<file path="config.mk">
export PLATFORM = sky130hd
export DESIGN_NAME = fetch_unit
export DESIGN_NICKNAME = d
export VERILOG_FILES = /design/src/rtl/cpu_types_pkg.sv /design/src/rtl/fetch_buffer.sv /design/src/rtl/fetch_unit.sv
export SDC_FILE = /design/constraint.sdc
export NUM_CORES = 1
export LEC_CHECK = 0
export CAP_MARGIN = 20
export CELL_PAD_IN_SITES_DETAIL_PLACEMENT = 0
export CELL_PAD_IN_SITES_GLOBAL_PLACEMENT = 1
export CORE_MARGIN = 10
export CORE_UTILIZATION = 37
export DETAILED_ROUTE_END_ITERATION = 6
export PLACE_DENSITY = 0.79
export SYNTH_ARGS = -nofsm -noshare
export SYNTH_HDL_FRONTEND = slang
export SYNTH_SLANG_ARGS = --single-unit
</file>
<file path="constraint.sdc">
create_clock -name CLK -period 2.9 [get_ports CLK]
set_input_delay 0.29 -clock CLK [delete_from_list [all_inputs] [get_ports CLK]]
set_output_delay 0.29 -clock CLK [all_outputs]
set_load 0.05 [all_outputs]
</file>
<file path="src/rtl/cpu_types_pkg.sv">
// Shared datapath types for the front end: words, opcodes, fetch FSM state and FIFO entry.
package cpu_types_pkg;

    localparam int unsigned WORD_W   = 32;
    localparam int unsigned OPCODE_W = 6;

    typedef logic [WORD_W-1:0] word_t;

    typedef enum logic [OPCODE_W-1:0] {
        RTYPE = 6'h00,
        J     = 6'h02,
        JAL   = 6'h03,
        BEQ   = 6'h04,
        BNE   = 6'h05,
        ADDIU = 6'h09,
        LW    = 6'h23,
        SW    = 6'h2B,
        HALT  = 6'h3F
    } opcode_t;

    typedef enum logic {
        FETCH  = 1'b0,
        HALTED = 1'b1
    } fetch_state_t;

    typedef struct packed {
        word_t instr;
        word_t laddr;
    } fetch_entry_t;

endpackage

</file>
<file path="src/rtl/fetch_buffer.sv">
// Synchronous skid FIFO of fetch entries; registered head, no bypass, flush empties it.
module fetch_buffer
    import cpu_types_pkg::*;
#(
    parameter int unsigned DEPTH = 2
) (
    input  logic         clk,
    input  logic         rst,
    input  logic         push,
    input  logic         pop,
    input  logic         flush,
    input  fetch_entry_t push_data,
    output logic         full,
    output logic         empty,
    output fetch_entry_t head
);

    localparam int unsigned AW = $clog2(DEPTH);
    localparam int unsigned CW = AW + 1;

    logic [AW-1:0] wptr_q, wptr_d;
    logic [AW-1:0] rptr_q, rptr_d;
    logic [CW-1:0] count_q, count_d;
    fetch_entry_t  mem_q [DEPTH];
    fetch_entry_t  mem_d [DEPTH];
    logic          do_push;
    logic          do_pop;

    assign full  = (count_q == CW'(DEPTH));
    assign empty = (count_q == '0);
    assign head  = empty ? '0 : mem_q[rptr_q];

    // A pop in the same cycle frees the slot, so a push into a full FIFO is accepted.
    always_comb begin
        do_pop  = pop && !empty;
        do_push = push && (!full || do_pop);
        wptr_d  = wptr_q;
        rptr_d  = rptr_q;
        count_d = count_q;
        mem_d   = mem_q;
        if (flush) begin
            wptr_d  = '0;
            rptr_d  = '0;
            count_d = '0;
        end else begin
            if (do_push) begin
                mem_d[wptr_q] = push_data;
                wptr_d        = wptr_q + AW'(1);
            end
            if (do_pop) begin
                rptr_d = rptr_q + AW'(1);
            end
            count_d = count_q + CW'(do_push) - CW'(do_pop);
        end
    end

    always_ff @(posedge clk) begin
        if (rst) begin
            wptr_q  <= '0;
            rptr_q  <= '0;
            count_q <= '0;
            for (int i = 0; i < int'(DEPTH); i++) begin
                mem_q[i] <= '0;
            end
        end else begin
            wptr_q  <= wptr_d;
            rptr_q  <= rptr_d;
            count_q <= count_d;
            mem_q   <= mem_d;
        end
    end

endmodule

</file>
<file path="src/rtl/fetch_unit.sv">
// Instruction fetch front end: PC, imem requests, skid buffer, redirect and HALT handling.
// Optional perf counters (perf_fetched, perf_stalled) are enabled with FETCH_PERF_EN.
module fetch_unit
    import cpu_types_pkg::*;
#(
    parameter word_t       PC_INIT   = 32'h0000_0000,
    parameter int unsigned BUF_DEPTH = 2
) (
    input  logic    CLK,
    input  logic    RST,
`ifdef FETCH_PERF_EN
    output word_t   perf_fetched,
    output word_t   perf_stalled,
`endif
    output logic    imemREN,
    output word_t   imemaddr,
    input  word_t   imemload,
    input  logic    ihit,
    input  logic    stall,
    input  logic    redirect,
    input  word_t   redirect_pc,
    output word_t   iloadi,
    output word_t   laddri,
    output opcode_t fetch_opcodei,
    output logic    fetch_en,
    output logic    flush
);

    fetch_state_t state_q, state_d;
    word_t        pc_q, pc_d;
    word_t        pc_plus4;
    logic         buf_full;
    logic         buf_empty;
    logic         push;
    logic         pop;
    fetch_entry_t buf_head;
    fetch_entry_t push_entry;

    assign pc_plus4   = pc_q + 32'd4;
    assign push_entry = '{instr: imemload, laddr: pc_plus4};

    // Next-state, PC update and handshake outputs; redirect overrides everything but reset.
    always_comb begin
        state_d = state_q;
        pc_d    = pc_q;
        pop     = !RST && !buf_empty && !stall && !redirect;
        imemREN = !RST && (state_q == FETCH) && (!buf_full || pop);
        push    = imemREN && ihit && !redirect;
        if (redirect) begin
            state_d = FETCH;
            pc_d    = redirect_pc;
        end else if (push) begin
            if (imemload[31:26] == HALT) begin
                state_d = HALTED;
            end else begin
                pc_d = pc_plus4;
            end
        end
    end

    always_ff @(posedge CLK) begin
        if (RST) begin
            state_q <= FETCH;
            pc_q    <= PC_INIT;
        end else begin
            state_q <= state_d;
            pc_q    <= pc_d;
        end
    end

    fetch_buffer #(
        .DEPTH (BUF_DEPTH)
    ) u_buf (
        .clk       (CLK),
        .rst       (RST),
        .push      (push),
        .pop       (pop),
        .flush     (redirect),
        .push_data (push_entry),
        .full      (buf_full),
        .empty     (buf_empty),
        .head      (buf_head)
    );

    assign imemaddr      = RST ? '0 : {pc_q[31:2], 2'b00};
    assign fetch_en      = pop;
    assign flush         = !RST && redirect;
    assign iloadi        = RST ? '0 : buf_head.instr;
    assign laddri        = RST ? '0 : buf_head.laddr;
    assign fetch_opcodei = opcode_t'(iloadi[31:26]);

`ifdef FETCH_PERF_EN
    word_t perf_fetched_q, perf_fetched_d;
    word_t perf_stalled_q, perf_stalled_d;

    // Saturating event counters.
    always_comb begin
        perf_fetched_d = perf_fetched_q;
        perf_stalled_d = perf_stalled_q;
        if (push && (perf_fetched_q != '1)) begin
            perf_fetched_d = perf_fetched_q + 32'd1;
        end
        if (imemREN && !ihit && (perf_stalled_q != '1)) begin
            perf_stalled_d = perf_stalled_q + 32'd1;
        end
    end

    always_ff @(posedge CLK) begin
        if (RST) begin
            perf_fetched_q <= '0;
            perf_stalled_q <= '0;
        end else begin
            perf_fetched_q <= perf_fetched_d;
            perf_stalled_q <= perf_stalled_d;
        end
    end

    assign perf_fetched = RST ? '0 : perf_fetched_q;
    assign perf_stalled = RST ? '0 : perf_stalled_q;
`endif

endmodule

</file>
==> results of run 1 <==
## state kept, by name (all words and copies together), names as in the netlist
signal         cells
u_buf.mem_q      128
pc_q              32
u_buf.count_q      2
state_q            1
u_buf.rptr_q       1
u_buf.wptr_q       1
## power groups by stage
| stage | Clock, W | Sequential [W] | Combinational (W) |
|---|---|---|---|
| after global placement | 0 | 0.00245 | 0.000560 |
| after CTS | 0.00226 | 0.00240 | 0.000562 |
| after global routing | 0.00236 | 0.00241 | 0.000610 |
| final | 0.00221 | 0.00240 | 0.000559 |
| after detailed placement | 0 | 0.00245 | 0.000558 |
| after floorplan | 0 | 0.00242 | 0.000344 |
## worst max-delay path, stage by stage, from the launching register on
cell	delay, ps
dfxtp_1	490
ha_1	320
nand4_1	250
or4_1	720
or4_1	510
nand2_1	80
a221o_1	90
## metal layers
layer | wire length [µm] | GRT usage | vias up
met4 | 378 | 0.0579 | 0
li1 | - | - | 3758
met2 | 11100 | 0.262 | 231
met1 | 11500 | 0.230 | 3501
met5 | 0 | 0 | -
met3 | 1750 | 0.0456 | 24
## final cells by class
type | instances | area (µm²) | area share
inverter | 8 | 30.0 | 0.00289
multi-input combinational | 755 | 4310 | 0.416
clock inverter | 14 | 140 | 0.0135
sequential | 165 | 3310 | 0.319
tap | 275 | 344 | 0.0331
clock buffer | 18 | 439 | 0.0423
timing repair buffer | 198 | 1810 | 0.174
## worst paths after layout
| kind | startpoint | endpoint | slack, ps |
|---|---|---|---|
| hold / removal | RST | pc_q[3] | 200 |
| hold reg to reg | u_buf.mem_q[53] | u_buf.mem_q[53] | 450 |
| setup reg to reg | pc_q[2] | pc_q[26] | 390 |
| setup / recovery | pc_q[2] | pc_q[26] | 390 |
## metrics by stage
step                      worst slack (ps)  cells  utilization  instance area, µm²
after floorplan                        302   1022            -                8040
after detailed placement               415   1401        0.462                9800
after global placement                 425   1401        0.462                9800
final                                  385   1433        0.489               10400
after global routing                   224   1433        0.489               10400
after CTS                              374   1433        0.489               10400
## kinds of logic (layout without fill, tap and decap cells)
| logic type | count (synthesis) | count (layout) |
|---|---|---|
| AND/OR/NAND/NOR | 463 | 463 |
| XOR/XNOR | 31 | 31 |
| buffers and inverters | 102 | 238 |
| adder cells (fa/ha/maj) | 2 | 2 |
| flip-flops | 165 | 165 |
| AO/OA/AOI/OAI | 189 | 189 |
| other | 1 | 2 |
| multiplexers | 68 | 68 |
## cells in the final DEF (no fill, tap or decap), types with 14 or more instances in the layout
| cell | instances |
|---|---|
| a211oi_1 | 47 |
| nand2_1 | 169 |
| mux2i_1 | 68 |
| nand3_1 | 16 |
| nor3_1 | 21 |
| clkbuf_16 | 17 |
| a21oi_1 | 91 |
| nor2b_1 | 29 |
| dfxtp_1 | 164 |
| nor2_1 | 166 |
| xor2_1 | 14 |
| xnor2_1 | 17 |
| buf_4 | 94 |
| clkdlybuf4s50_1 | 97 |
==> summary.md, run 1 <==
| Metric | Value |
|---|---|
| Mapped Cells | `between 1k and 1.5k` |
| RSZ-0062 raised after global routing | `no` |
| Clock Root Buffer | `clkbuf_16` |
| Starting Density | `0.379` |
| Clock Power Share | `0.427` |
| Top-count cell post-synth | `nand2_1` |
| Pwr Total | `just over 0.005 W` |
| Detailed Place HPWL | `17400 µm` |
| Status | `finished clean` |
| Slew Limit Headroom | `0.481` |
| Total Wirelength | `between 20000 and 25000 µm` |
| Tot GR Track Use | `0.172` |
| Power Internal | `around 0.0038 W` |
| Leak | `3.50 nW` |
| Post-synth EDFFs | `0` |
| Hold Buf Count CTS | `0` |
| Core area | `around 21000 µm²` |
| Hold Path Depth | `2` |
| #FFs+latches synth | `165` |
| Diode count | `0` |
| Sw frac | `0.265` |
| Xor-xnor portion of the synthesized cell area | `0.0338` |
| Sequential share of power | `0.465` |
| Post-CTS resize count | `0` |
| H-tree depth | `4` |
| Post-CTS setup buffer count | `0` |
| Row Count | `53` |
| Die Height | `167 µm` |
| Ys flop type | `dfxtp_1` |
| Tcrit/Tclk final | `0.867` |
| DRT Pass-1 Iters | `5` |
| Max Cap Viol | `0` |
| Peak Freq | `0.398 GHz` |
| DR WL/cell | `between 15 and 20 µm` |
| Combinational Power Share | `0.108` |
| Antenna violations before repair | `0` |
| Yosys warns | `0` |
| Via count | `7514` |
| First-pass GRT wire length | `about 40000 µm` |
| Final-stage net count | `1216` |
| Post-synth ARST share | `0` |
| Hold Path Class | `primary input to flop` |
| Startpoint Class | `flop` |
| Pwr/cell area | `498 nW/µm²` |
| Die width | `roughly 170 µm` |
| Largest area contributor in the netlist | `dfxtp_1` |
| Largest net degree at the start of global routing | `just over 70` |
| Post-synthesis compound-gate area fraction | `0.152` |
| Synth Area in Adders | `0.00312` |
| Area grow syn2layout | `29.3%` |
| Synthesized area | `8030 µm²` |
| Worst Path Max Fanout | `8` |
| Number of global-route vias before repair | `7228` |
| Worst-Skew Late Latency | `430 ps` |
| WP data arrival | `2890 ps` |
| Top-area cell type share of the netlist area | `0.411` |
| R2R cell count | `6` |
| P_sw | `about 0.0014 W` |
| Largest family of logic cells by synthesized area | `simple AND/OR/NAND/NOR gates` |
| Top Ports | `roughly 170` |
| WP data required | `3270 ps` |
| Final Critical Period | `2510 ps` |
| Drt drc | `0` |
| Post-Synth Simple-Gate Area | `0.260` |
| Hold Fails Final Rpt | `0` |
| CTS tree | `built` |
| Starting DRT DRC Count | `549` |
| Clock tree buffer depth | `2` |
| Crit Path Category | `flop to flop` |
| Sequential-to-total area share from yosys stat | `0.411` |
| Synth cell types | `57` |
| Vias per cell | `5.24` |
| Synth cell count leaders | `169 x nand2_1, 167 x nor2_1, 165 x dfxtp_1, 91 x a21oi_1, 68 x mux2i_1` |
| Mux cell area share after synthesis | `0.0847` |
| Antenna Nets Post-Route | `0` |
| Final setup fails | `0` |
| GP Congestion | `0.846` |
| Max Slew Vio Count | `0` |
| Die Footprint | `28000 µm²` |
| Post-Route Setup TNS | `0 ps` |
| Overflow after GRT | `0` |
| Clock sinks | `around 170` |
| Layout fillers | `2123` |
| VDD IR-drop max | `379 µV` |
| Clock Pin Slew Worst Setup and Hold Paths | `70 ps` |
| PortBufs | `171` |
| Layout cells sized above 1 | `0.133` |
| Syn Area/Cell | `7.87 µm²` |
| CTS Buf Count | `17` |
| Top cells by area, synth | `dfxtp_1 41%, mux2i_1 8.5%, nand2_1 7.9%` |
| Worst Hold Slack | `205 ps` |
| Worst-Margin Slew | `778 ps` |
| Final Skew | `12.3 ps` |
| Crit end category | `flop` |
Power figures use the tool's default switching activity.
==> inputs of run 2 (changes only) <==
--- a/config.mk
+++ b/config.mk
@@ -12,6 +12,7 @@
 export CORE_UTILIZATION = 37
 export DETAILED_ROUTE_END_ITERATION = 6
 export PLACE_DENSITY = 0.79
+export SLEW_MARGIN = 20
 export SYNTH_ARGS = -nofsm -noshare
 export SYNTH_HDL_FRONTEND = slang
 export SYNTH_SLANG_ARGS = --single-unit
==> results of run 2 <==
Final layout, timing and power as in run 1 (identical DEF).
